`src/rtl/instruction_fetch_unit_pkg.sv`:
```
// ---------------------------------------------------------------------------
// instruction_fetch_unit_pkg
// Shared CPU definitions used by the fetch unit and its decode-side FIFO:
//   WORD_W        - architectural word width (32)
//   ENTRY_W       - width of one {pc, instruction} FIFO entry
//   NOP_INSTR     - RV32 canonical NOP (addi x0,x0,0)
//   fetch_state_e - fetch FSM state encoding (BOOT / RUN / HALT)
//   fetch_entry_t - packed {pc, instr} pair carried to decode
//   addr_out_of_range() - word-index bounds check against memory depth
// ---------------------------------------------------------------------------
package instruction_fetch_unit_pkg;

  localparam int WORD_W  = 32;
  localparam int ENTRY_W = 2 * WORD_W;

  localparam logic [WORD_W-1:0] NOP_INSTR = 32'h00000013;

  typedef enum logic [1:0] {
    ST_BOOT = 2'd0,
    ST_RUN  = 2'd1,
    ST_HALT = 2'd2
  } fetch_state_e;

  typedef struct packed {
    logic [WORD_W-1:0] pc;
    logic [WORD_W-1:0] instr;
  } fetch_entry_t;

  // True when the word index of addr lies at or beyond the memory depth.
  function automatic logic addr_out_of_range(input logic [WORD_W-1:0] addr,
                                             input logic [WORD_W-1:0] words);
    return ({2'b00, addr[WORD_W-1:2]} >= words);
  endfunction

endpackage

```
`src/rtl/fetch_fifo.sv`:
```
// ---------------------------------------------------------------------------
// fetch_fifo
// Two-entry FIFO holding {pc, instruction} pairs between fetch and decode.
// Ports:
//   clk   - clock, all updates on rising edge
//   reset - synchronous active-high reset (empties the FIFO)
//   clear - synchronous flush (empties the FIFO, overrides push/pop)
//   push  - write din; accepted when not full or when popping this cycle
//   pop   - drop the head entry; ignored when empty
//   din   - entry to write
//   dout  - current head entry (meaningful only when count != 0)
//   count - number of valid entries (0..2)
// ---------------------------------------------------------------------------
module fetch_fifo
  import instruction_fetch_unit_pkg::*;
(
  input  logic               clk,
  input  logic               reset,
  input  logic               clear,
  input  logic               push,
  input  logic               pop,
  input  logic [ENTRY_W-1:0] din,
  output logic [ENTRY_W-1:0] dout,
  output logic [1:0]         count
);

  logic [ENTRY_W-1:0] r_head;
  logic [ENTRY_W-1:0] r_tail;
  logic [1:0]         r_count;
  logic               w_pop_ok;
  logic               w_push_ok;

  assign w_pop_ok  = pop && (r_count != 2'd0);
  assign w_push_ok = push && ((r_count != 2'd2) || w_pop_ok);

  always_ff @(posedge clk) begin
    if (reset || clear) begin
      r_count <= 2'd0;
    end else begin
      unique case ({w_push_ok, w_pop_ok})
        2'b10:   r_count <= r_count + 2'd1;
        2'b01:   r_count <= r_count - 2'd1;
        default: r_count <= r_count;
      endcase
    end
  end

  // Storage is not reset: r_count alone decides what is valid. The head is
  // always slot r_head, so a pop with two entries shifts the tail forward.
  always_ff @(posedge clk) begin
    unique case (r_count)
      2'd0: begin
        if (w_push_ok) r_head <= din;
      end
      2'd1: begin
        if (w_push_ok && w_pop_ok) r_head <= din;
        else if (w_push_ok)        r_tail <= din;
      end
      2'd2: begin
        if (w_pop_ok) begin
          r_head <= r_tail;
          if (w_push_ok) r_tail <= din;
        end
      end
      default: begin
        r_head <= r_head;
      end
    endcase
  end

  assign dout  = r_head;
  assign count = r_count;

endmodule

```
`src/rtl/instruction_fetch_unit.sv`:
```
// ---------------------------------------------------------------------------
// instruction_fetch_unit
// Sequential instruction fetch with redirect, decode backpressure through a
// two-entry FIFO, and a sticky fault on misaligned / out-of-range addresses.
// Parameters:
//   RESET_PC   - first fetch address after reset
//   IMEM_WORDS - instruction memory depth in 32-bit words
//   NOP_INSTR  - word presented on id_instr when nothing is valid
// Ports:
//   clk, reset       - clock and synchronous active-high reset
//   pc               - fetch address to instruction memory (registered)
//   instruction      - combinational memory read data for pc
//   redirect_valid   - taken branch/jump resolved this cycle
//   redirect_target  - new fetch address
//   id_valid/id_ready- decode handshake; id_pc/id_instr carry the FIFO head
//   fetch_fault      - sticky fault flag
//   fault_pc         - address that caused the fault
// ---------------------------------------------------------------------------
module instruction_fetch_unit
  import instruction_fetch_unit_pkg::*;
#(
  parameter logic [WORD_W-1:0] RESET_PC   = 32'h00000000,
  parameter int                IMEM_WORDS = 1024,
  parameter logic [WORD_W-1:0] NOP_INSTR  = instruction_fetch_unit_pkg::NOP_INSTR
) (
  input  logic              clk,
  input  logic              reset,
  output logic [WORD_W-1:0] pc,
  input  logic [WORD_W-1:0] instruction,
  input  logic              redirect_valid,
  input  logic [WORD_W-1:0] redirect_target,
  output logic              id_valid,
  input  logic              id_ready,
  output logic [WORD_W-1:0] id_pc,
  output logic [WORD_W-1:0] id_instr,
  output logic              fetch_fault,
  output logic [WORD_W-1:0] fault_pc
);

  localparam logic [WORD_W-1:0] IMEM_LIMIT = 32'(IMEM_WORDS);

  fetch_state_e      r_state;
  fetch_state_e      w_state_nxt;
  logic [WORD_W-1:0] r_pc;
  logic [WORD_W-1:0] w_pc_nxt;
  logic              r_fault;
  logic [WORD_W-1:0] r_fault_pc;
  logic              w_fault_set;
  logic [WORD_W-1:0] w_fault_addr;

  logic              w_push;
  logic              w_pop;
  logic              w_clear;
  logic [1:0]        w_count;
  logic              w_full;
  logic              w_valid;
  logic              w_target_bad;
  logic              w_pc_bad;
  fetch_entry_t      w_din;
  fetch_entry_t      w_head;

  assign w_valid      = (w_count != 2'd0);
  assign w_full       = (w_count == 2'd2);
  assign w_pop        = w_valid && id_ready;
  assign w_target_bad = (redirect_target[1:0] != 2'b00) ||
                        addr_out_of_range(redirect_target, IMEM_LIMIT);
  assign w_pc_bad     = addr_out_of_range(r_pc, IMEM_LIMIT);

  assign w_din.pc    = r_pc;
  assign w_din.instr = instruction;

  fetch_fifo u_fetch_fifo (
    .clk   (clk),
    .reset (reset),
    .clear (w_clear),
    .push  (w_push),
    .pop   (w_pop),
    .din   (w_din),
    .dout  (w_head),
    .count (w_count)
  );

  always_ff @(posedge clk) begin
    if (reset) begin
      r_state <= ST_BOOT;
    end else begin
      r_state <= w_state_nxt;
    end
  end

  // Redirect outranks sequential fetch; a same-cycle pop is harmless since
  // the FIFO clear wins inside fetch_fifo.
  always_comb begin
    w_state_nxt  = r_state;
    w_pc_nxt     = r_pc;
    w_push       = 1'b0;
    w_clear      = 1'b0;
    w_fault_set  = 1'b0;
    w_fault_addr = r_fault_pc;
    unique case (r_state)
      ST_BOOT: begin
        w_state_nxt = ST_RUN;
      end
      ST_RUN: begin
        if (redirect_valid) begin
          w_clear = 1'b1;
          if (w_target_bad) begin
            w_state_nxt  = ST_HALT;
            w_fault_set  = 1'b1;
            w_fault_addr = redirect_target;
          end else begin
            w_pc_nxt = redirect_target;
          end
        end else if (w_pc_bad) begin
          w_clear      = 1'b1;
          w_state_nxt  = ST_HALT;
          w_fault_set  = 1'b1;
          w_fault_addr = r_pc;
        end else if (!w_full || w_pop) begin
          w_push   = 1'b1;
          w_pc_nxt = r_pc + 32'd4;
        end
      end
      ST_HALT: begin
        w_state_nxt = ST_HALT;
      end
      default: begin
        w_state_nxt = ST_BOOT;
      end
    endcase
  end

  always_ff @(posedge clk) begin
    if (reset) begin
      r_pc       <= RESET_PC;
      r_fault    <= 1'b0;
      r_fault_pc <= '0;
    end else begin
      r_pc <= w_pc_nxt;
      if (w_fault_set) begin
        r_fault    <= 1'b1;
        r_fault_pc <= w_fault_addr;
      end
    end
  end

  assign pc          = r_pc;
  assign id_valid    = w_valid;
  assign id_pc       = w_valid ? w_head.pc : '0;
  assign id_instr    = w_valid ? w_head.instr : NOP_INSTR;
  assign fetch_fault = r_fault;
  assign fault_pc    = r_fault_pc;

endmodule

```
`config.mk`:
```
export PLATFORM = sky130hd
export DESIGN_NAME = instruction_fetch_unit
export DESIGN_NICKNAME = d
export VERILOG_FILES = /design/src/rtl/instruction_fetch_unit_pkg.sv /design/src/rtl/fetch_fifo.sv /design/src/rtl/instruction_fetch_unit.sv
export SDC_FILE = /design/constraint.sdc
export NUM_CORES = 1
export LEC_CHECK = 0
export BUFFER_PORTS_ARGS = -buffer_cell sky130_fd_sc_hd__buf_4
export CAP_MARGIN = 0
export CORE_ASPECT_RATIO = 1.2
export CORE_MARGIN = 3
export CORE_UTILIZATION = 41
export DETAILED_ROUTE_END_ITERATION = 10
export HOLD_SLACK_MARGIN = 0.08
export PLACE_DENSITY = 0.62
export REMOVE_ABC_BUFFERS = 1
export SYNTH_ARGS = -nofsm -noshare
export SYNTH_HDL_FRONTEND = slang
export SYNTH_HIERARCHICAL = 1
export SYNTH_SLANG_ARGS = --single-unit
```
`constraint.sdc`:
```
create_clock -name clk -period 8.5 [get_ports clk]
set_input_delay 0.425 -clock clk [delete_from_list [all_inputs] [get_ports clk]]
set_output_delay 0.425 -clock clk [all_outputs]
set_load 0.01 [all_outputs]
```
Word-level counts from Yosys, hierarchy flattened
Index checks and enable logic that the tools add are counted.
Cells by class
  $add $sub $neg: 3
  $lt $le $gt $ge: 2
  eq/ne operators: 16
  multiplexer cells: 32
  reductions and logical operators: 23
Operators by type and width (number)
  $mux W64: 6
  $mux W32: 9
  $pmux W64 S3: 1
  $pmux W64 S2: 1
  $ge A30 B11 Y1 const B: 2
  $add A32 B3 Y32 const B: 1
  $reduce_and A4 Y1: 3
  $reduce_bool A2 Y1: 6
  $mux W1: 10
  $ne A2 B1 Y1 const B: 4
  $ne A2 B2 Y1 const B: 4
  $eq A2 B1 Y1 const B: 3
  $eq A2 B2 Y1 const B: 3
  $mux W2: 3
  $ne A3 B3 Y1 const B: 2
  $pmux W2 S3: 1
  $logic_and A1 B1 Y1: 4
  $logic_not A2 Y1: 2
  $logic_or A1 B1 Y1: 4
  $pmux W2 S2: 1
  $reduce_and A3 Y1: 1
  $reduce_bool A3 Y1: 1
  $add A2 B1 Y2 const B: 1
  $reduce_and A2 Y1: 1
  2 further kinds: 2
Word-level totals
  flip-flop bits (word level): 197
  input port bits: 68
  output and inout bits: 130
  word-level logic and storage cells: 83

Longest topological paths before layout
Gate-level depths: netlist (run 1).
  depth in word-level cells: 11
  depth in mapped cells: 9
  gate-level depth less buffers: 9

Hierarchy
The synthesis (run 1) kept the hierarchy.
By module, submodules not included
  fetch_fifo: times used 1, cells an instance 224, area an instance 4844.6 µm², sequential area each 3883.7 µm²
  instruction_fetch_unit: times used 1, cells an instance 414, area an instance 3699.8 µm², sequential area each 1341.3 µm²

Least setup slack after synthesis (run 1)
Ideal clock, no wire load.
  path type: reg-to-reg
  start: reg u_fetch_fifo.r_count[1] (netlist: u_fetch_fifo/count[1])
  end: reg u_fetch_fifo.r_tail[0] (enable)
  setup time: 0.582 ns
  data arrival time: 6.281 ns
  required time: 7.918 ns
  path slack: 1.637 ns
  stages on the path, launching flop included: 9
  buffers on the path: 1
  clock period less this slack: 6.863 ns
  cell sequence: dfxtp_1 > or2_2 > clkbuf_1 > and2_1 > and2b_2 > o21ai_0 > inv_1 > ha_1 > a211oi_1
Between the ends
  word-level cells in the longest chain between the ends: 11
  elaborated cells between the ends (all ways): 19
  those cells by class: eq/ne (5); mux (4); reduce/logical (10)
Ends and longest elaborated chain
  start, declared: line fetch_fifo.sv:29  | logic [1:0] r_count;
  start signal, assigned: line fetch_fifo.sv:41  | 2'b10: r_count <= r_count + 2'd1;
  start signal, assigned: line fetch_fifo.sv:42  | 2'b01: r_count <= r_count - 2'd1;
  start signal, assigned: line fetch_fifo.sv:43  | default: r_count <= r_count;
  $reduce_bool A2 Y1 *: line instruction_fetch_unit.sv:62  | assign w_valid = (w_count != 2'd0);
  $logic_and A1 B1 Y1 *: line instruction_fetch_unit.sv:64  | assign w_pop = w_valid && id_ready;
  named net w_pop: line instruction_fetch_unit.sv:52  | logic w_pop;
  $logic_or A1 B1 Y1: line instruction_fetch_unit.sv:119  | end else if (!w_full || w_pop) begin
  $mux W1: line instruction_fetch_unit.sv:119
  $mux W1: line instruction_fetch_unit.sv:114  | end else if (w_pc_bad) begin
  $mux W1: line instruction_fetch_unit.sv:105  | if (redirect_valid) begin
  $mux W1: line instruction_fetch_unit.sv:100  | unique case (r_state)
  $logic_and A1 B1 Y1: line fetch_fifo.sv:34  | assign w_push_ok = push && ((r_count != 2'd2) || w_pop_ok);
  $logic_and A1 B1 Y1: line fetch_fifo.sv:56  | if (w_push_ok && w_pop_ok) r_head <= din;
  $ne A2 B2 Y1 (no line)
  $reduce_and A3 Y1 (no line) *
  end signal, assigned: line fetch_fifo.sv:57  | else if (w_push_ok) r_tail <= din;
  end signal, assigned: line fetch_fifo.sv:62  | if (w_push_ok) r_tail <= din;
  end, declared: line fetch_fifo.sv:28  | logic [ENTRY_W-1:0] r_tail;
Mark *: on every way through the listed nets, which the timed path passes. The rest lies on a longest branch.
A chain may end at the register's enable or synchronous reset.

Worst setup path in the final report (run 1)
  start: reg r_pc[18] (netlist: pc[18])
  end: reg u_fetch_fifo.r_head[36] (netlist: u_fetch_fifo/dout[36]) (enable)
Between the ends
  word-level cells in the longest chain between the ends: 8
  elaborated cells between the ends (all ways): 9
  those cells by class: order compare (1); eq/ne (2); mux (3); reduce/logical (3)
Ends and longest elaborated chain
  start, declared: line instruction_fetch_unit.sv:44  | logic [WORD_W-1:0] r_pc;
  start signal, assigned: line instruction_fetch_unit.sv:139  | r_pc <= w_pc_nxt;
  $ge A30 B11 Y1 *: line instruction_fetch_unit_pkg.sv:32  | return ({2'b00, addr[WORD_W-1:2]} >= words);
  $mux W1 *: line instruction_fetch_unit.sv:114
  $mux W1 *: line instruction_fetch_unit.sv:105
  $mux W1 *: line instruction_fetch_unit.sv:100
  named net w_push: line instruction_fetch_unit.sv:51  | logic w_push;
  $logic_and A1 B1 Y1 *: line fetch_fifo.sv:34
  $logic_and A1 B1 Y1: line fetch_fifo.sv:56
  $ne A2 B1 Y1 (no line)
  $reduce_and A4 Y1 (no line) *
  end signal, assigned: line fetch_fifo.sv:53  | if (w_push_ok) r_head <= din;
  end signal, assigned: line fetch_fifo.sv:56
  end signal, assigned: line fetch_fifo.sv:61  | r_head <= r_tail;
  end, declared: line fetch_fifo.sv:27  | logic [ENTRY_W-1:0] r_head;
Marks and branches as above.

==> flow_summary.toml, run 1 <==
[synth]
yosysMostFrequentCell = "edfxtp_1"
synth-warning-count = 6
async_reset_ff_share_pct = 0
synth.avg_cell_area_sq_um = 13.4
yosysTopAreaCell = "edfxtp_1"
synth_area_sq_um = 8540
synthFlopType = "edfxtp_1"
synth_seq_area_share_pct = 61.2
syn_inst = 638
synthTopCellsByArea = "edfxtp_1 (45%), dfxtp_1 (16%), mux2_2 (8.4%), and2_1 (6.2%), a211oi_2 (4.4%)"
ys_types = 50
yosysTopAreaCellShare_pct = 45.0
synth_edf_count = 128
synth_common_cells = "edfxtp_1 (128), and2_1 (84), dfxtp_1 (69)"
synth_seq_cells = 197

[status]
status = "complete, no violations"

[power_and_ir_drop]
leakage_nw = 4.15
ir_drop_v = 0.000149
power.density_nw_per_um2 = 297

[critical_path]
reg2reg_to = "u_fetch_fifo/dout[36]"
crit_path_end_kind = "flip-flop"
startpoint_type = "flip-flop"
r2r_cells = 9
path_class = "flip-flop to flip-flop"
arrival_ns = 4.35
path_max_fanout = 45
r2r_slack_ns = 4.21
crit_required_ns = 8.56
reg2reg_from = "pc[18]"

[timing]
fin_crit_sh_pct = 50.4
final-max-slew-violation-count = 0
hold_violations = 0
setup_viol = 0
finalClockSkew_ns = 0.0104
relSlewSlack_pct = 27.6
worst_slew_pin_slew_ns = 1.08
tns_ns = 0
period_minus_slack_ns = 4.29
max_freq_ghz = 0.233
rsz0062_at_grt = "false"

[placement]
gp_congestion = 0.832
dp_hpwl_microns = 14300
dp.cells = 1059
portBuffers = 197

[routing]
drt_wl_total_microns = 21100
post_drt_wl_per_cell_microns = 19.4
drtPass1Iterations = 6
final_antenna_net_count = 0
routed_via_density = 5.19
drc = 0
dr_total_vias = 5666
drtIter0Drc = 324

[cts]
cts.sinks = 197
htreeDepth = 4
cts_tree = "yes"
ctsResizeCount = 0
cts_hold_buf = 0
clkLatencyLatePin_ns = 0.43
post-cts-setup-buffers = 0
numCtsBuffers = 17
clock_tree.buffer_depth = 2
root_buffer = "clkbuf_16"
clk_pin_slew_ns = 0.07

[floorplan]
die_area_sq_um = 22600
die_y_microns = 164
num_io_pins = 198
core-area_sq_um = 20400
fp-row-count = 57
die_x_microns = 138
start_util_pct = 41.9

[worst_hold_path]
hold_class = "input pin to flip-flop"
min_from = "instruction[8]"
min_to = "u_fetch_fifo/r_tail[8]"
min_path_cells = 1

[finish]
layout-drive-gt1-share_pct = 40.6
area_delta_synth_final_pct = 25.9
layout.cells.non_filler = 1091
diodes = 0
fin_nets = 890

[grt]
track_usage_pct = 18.6
grt_max_degree = 67
antenna_found_initial = 0
overflow = 0
grt_pass1_wl_microns = 32200
grt_pass1_vias = 5609

[run]
cap_violations = 0
==> state kept, by name, summed over array words and instances (netlist names) <==
signal / flops
fetch_fault: 1
r_state: 2
u_fetch_fifo/count: 2
pc: 32
u_fetch_fifo/dout: 64
fault_pc: 32
u_fetch_fifo/r_tail: 64
==> logic make-up after synthesis <==
family          synth area share, %
simple gates                   11.1
mux                            12.2
xor+xnor                      0.205
compound gates                 10.4
buf+inv                        3.65
fa+ha+maj                      1.32
flops                          61.2
==> worst max-delay path, stage by stage, from the launching register on <==
cell,delay [ns]
dfxtp_1,0.35
nor4_1,0.36
nand3_1,0.48
nor3_1,0.37
o21ai_0,0.27
inv_1,0.11
ha_1,0.21
o22ai_1,0.14
a211oi_4,0.90
buf_4,0.65
==> per-layer routing <==
layer / GRT usage (%) / wire (microns) / share of wire (%)
met5: 0 / 0 / 0
met4: 4.45 / 182 / 0.86
met2: 30.8 / 10500 / 50
met3: 4.53 / 1220 / 5.8
met1: 24.6 / 9200 / 44
==> cell type report <==
class                           instances  area [sq um]
Fill cell                            1796          9640
Sequential cell                       197          5230
Multi-Input combinational cell        380          3040
Timing Repair Buffer                  202          1520
Clock buffer                           18           450
Tap cell                              265           332
Clock inverter                         14           134
Inverter                               15          56.3
==> where the power goes <==
group / switching [mW] / leakage (nW) / internal, mW
sequential: 0.0860 / 1.72 / 1.33
clock: 0.384 / 0.291 / 0.407
combinational: 0.550 / 2.14 / 0.443
==> per-stage QoR <==
stage          hold slack [ns]  instance area (sq um)  setup slack [ns]  util [%]  power, mW
2_1_floorplan            0.438                   8290             0.588         -       1.98
3_3_place_gp             0.446                  10200              4.31      49.9       2.42
3_5_place_dp             0.465                  10200              4.10      49.9       2.45
4_1_cts                  0.164                  10800              4.09      52.7       3.24
5_1_grt                  0.155                  10800              3.81      52.7       3.37
6_report                 0.181                  10800              4.21      52.7       3.20
==> layout by cell type, fill, tap and decap left out, types with 10 or more instances in the layout <==
cell       synthesis  layout
a211oi_2          30      29
nor3_1            12      12
inv_1             15      15
nor4_1            10      10
buf_4              0     202
and2_1            84      84
clkbuf_16          0      18
dfxtp_1           69      69
mux2i_1           32      32
nand2_1           19      19
a21oi_1           40      40
edfxtp_1         128     128
mux2_2            64      64
nor2_1            11      11
==> how the worst max path moves through the flow <==
stage | endpoint | slack, ns | cells past startpoint | from
3_5_place_dp | u_fetch_fifo/dout[36] | 4.10 | 9 | u_fetch_fifo/count[1]
4_1_cts | u_fetch_fifo/dout[38] | 4.09 | 9 | u_fetch_fifo/count[1]
6_report | u_fetch_fifo/dout[36] | 4.21 | 9 | pc[18]
3_3_place_gp | u_fetch_fifo/dout[36] | 4.31 | 9 | u_fetch_fifo/count[1]
5_1_grt | u_fetch_fifo/dout[10] | 3.81 | 9 | u_fetch_fifo/count[0]
2_1_floorplan | u_fetch_fifo/r_tail[0] | 0.59 | 7 | u_fetch_fifo/count[0]
No activity file was read; power rests on OpenSTA's default activity.
==> run 2, diff against run 1 <==
- PLACE_DENSITY: 0.62 -> 0.64
- clock period: 8.5 -> 3.8 ns (I/O delays scaled with it)
==> run 2 against run 1 <==
Against the previous run:
- die area stayed put
- global-route usage is 0.36 points higher
- first-iteration DRC count is 12% higher
- wire length is 1.9% higher
- power is 130% higher
- non-clock buffer count is 40 higher
- cell count is 3.7% higher
- sequential share of layout area is 1.7 points lower
- via count is 4.9% higher
- largest cell class unchanged
- largest power group unchanged
==> flow_summary.toml, run 2 (synthesized netlist as in run 1, its figures left out) <==
[status]
status = "complete, no violations"

[cts]
root_buffer = "clkbuf_16"
cts_tree = "yes"
clk_pin_slew_ns = 0.07
clock_tree.buffer_depth = 2
ctsResizeCount = 0
cts.sinks = 197
clkLatencyLatePin_ns = 0.43
numCtsBuffers = 17
htreeDepth = 4

[floorplan]
die_y_microns = 164
die_x_microns = 138
start_util_pct = 41.9
core-area_sq_um = 20400
die_area_sq_um = 22600
fp-row-count = 57
num_io_pins = 198

[placement]
dp_hpwl_microns = 14000
portBuffers = 197
dp.cells = 1065
gp_congestion = 0.780

[routing]
drtPass1Iterations = 5
dr_total_vias = 5941
drtIter0Drc = 362
drc = 0
final_antenna_net_count = 0
routed_via_density = 5.25
post_drt_wl_per_cell_microns = 19.0
drt_wl_total_microns = 21500

[critical_path]
path_delay_family = "simple AND/OR/NAND/NOR gates"
cp_num_buf_inv = 2
critPathMaxStageDelay_ns = 0.36
crit_required_ns = 3.90
path_cells = "nor4_1 > nand2_1 > nor3_1 > o21ai_0 > inv_1 > ha_1 > o22ai_1 > a211oi_4 > buf_12"
startpoint_type = "flip-flop"
cp_slowest_cell = "dfxtp_1"
path_max_fanout = 54
crit_path_end_kind = "flip-flop"
arrival_ns = 3.30
path_class = "flip-flop to flip-flop"

[timing]
relSlewSlack_pct = 37.8
tns_ns = 0
fin_crit_sh_pct = 84.2
worst_slew_pin_slew_ns = 0.933
max_freq_ghz = 0.313
rsz0062_at_grt = "false"
finalClockSkew_ns = 0.00835
hold_violations = 0
setup_viol = 0
final-max-slew-violation-count = 0
period_minus_slack_ns = 3.20

[power_and_ir_drop]
intPower_mw = 4.98
pwr-share-clk_pct = 24.1
swShare_pct = 31.0
ir_drop_v = 0.000426
leakage_nw = 4.30
combPwrFrac_pct = 32.2
pwr-share-seq_pct = 43.6
power.switching_mw = 2.24
power.density_nw_per_um2 = 648

[grt]
grt_pass1_wl_microns = 32700
grt_max_degree = 66
antenna_found_initial = 1
track_usage_pct = 18.9
grt_pass1_vias = 5841
overflow = 0

[worst_hold_path]
hold_class = "input pin to flip-flop"

[finish]
layout.cells.non_filler = 1131
layout-drive-gt1-share_pct = 39.0
area_delta_synth_final_pct = 30.4
fillCellCount = 1739
final_cell_mix = "buf_4 (206), edfxtp_1 (128), and2_1 (84)"
final_common_cell = "buf_4"
regArea_sq_um = 5230
fin_nets = 930
multi_input_comb_area_sq_um = 3040

[run]
cap_violations = 0
[run 2: changes by cell type in the layout (fill, tap and decap cells not counted), sizes merged]
cell | before | now
buf | 202 | 208
bufinv | 0 | 2
clkbuf | 18 | 17
clkinv | 6 | 5
clkinvlp | 0 | 5
diode | 0 | 1
dlygate4sd3 | 0 | 34
inv | 23 | 17
[run 2: final timing paths]
path         slack, ns               endpoint  cells after the start                from
max               0.60  u_fetch_fifo/dout[35]                      9              pc[26]
min               0.12            fault_pc[2]                      3  redirect_target[2]
max reg2reg       0.60  u_fetch_fifo/dout[35]                      9              pc[26]
min reg2reg       0.47             r_state[1]                      2          r_state[1]
[run 2: power by group through the flow]
stage          clock network, mW  registers (mW)  logic [mW]
2_1_floorplan                  0            3.22        1.22
3_3_place_gp                   0            3.18        2.29
3_5_place_dp                   0            3.19        2.34
4_1_cts                     1.79            3.15        2.37
5_1_grt                     1.88            3.20        2.53
6_report                    1.74            3.15        2.32
[run 2: repair_timing]
action | in CTS | in global routing
buffers inserted | 0 | 0
endpoints found under the hold margin | 66 | 0
hold buffers | 34 | 0
[run 2: layout make-up]
class	instances	area share, %
inverter	15	0.505
timing repair buffer	242	17.3
antenna	1	0.0225
tap	265	2.98
multi-input combinational	380	27.3
clock buffer	17	3.82
clock inverter	14	1.20
sequential	197	46.9
[run 2: per-layer routing]
metal	share of wire (%)	track usage (%)
met5	0	0
met4	1.2	5.12
met3	6.7	4.50
met2	49	31.5
met1	43	24.8
[run 2: worst min-delay path: cells and delay by family]
kind / cells / cell delay (ns)
AO/OA/AOI/OAI: 1 / 0.10
AND/OR/NAND/NOR: 1 / 0.10
buffers and inverters: 1 / 0.11
[run 2: metrics by stage]
step	cell area (sq um)	total power [mW]	hold WS, ns	setup WS (ns)	utilization, %
after floorplan	8290	4.44	0.255	-4.11	-
after global placement	10200	5.47	0.378	0.764	50.2
after detailed placement	10200	5.53	0.378	0.583	50.2
after CTS	11100	7.31	0.0844	0.619	54.6
after global routing	11100	7.61	0.0937	0.334	54.6
final	11100	7.22	0.117	0.601	54.6
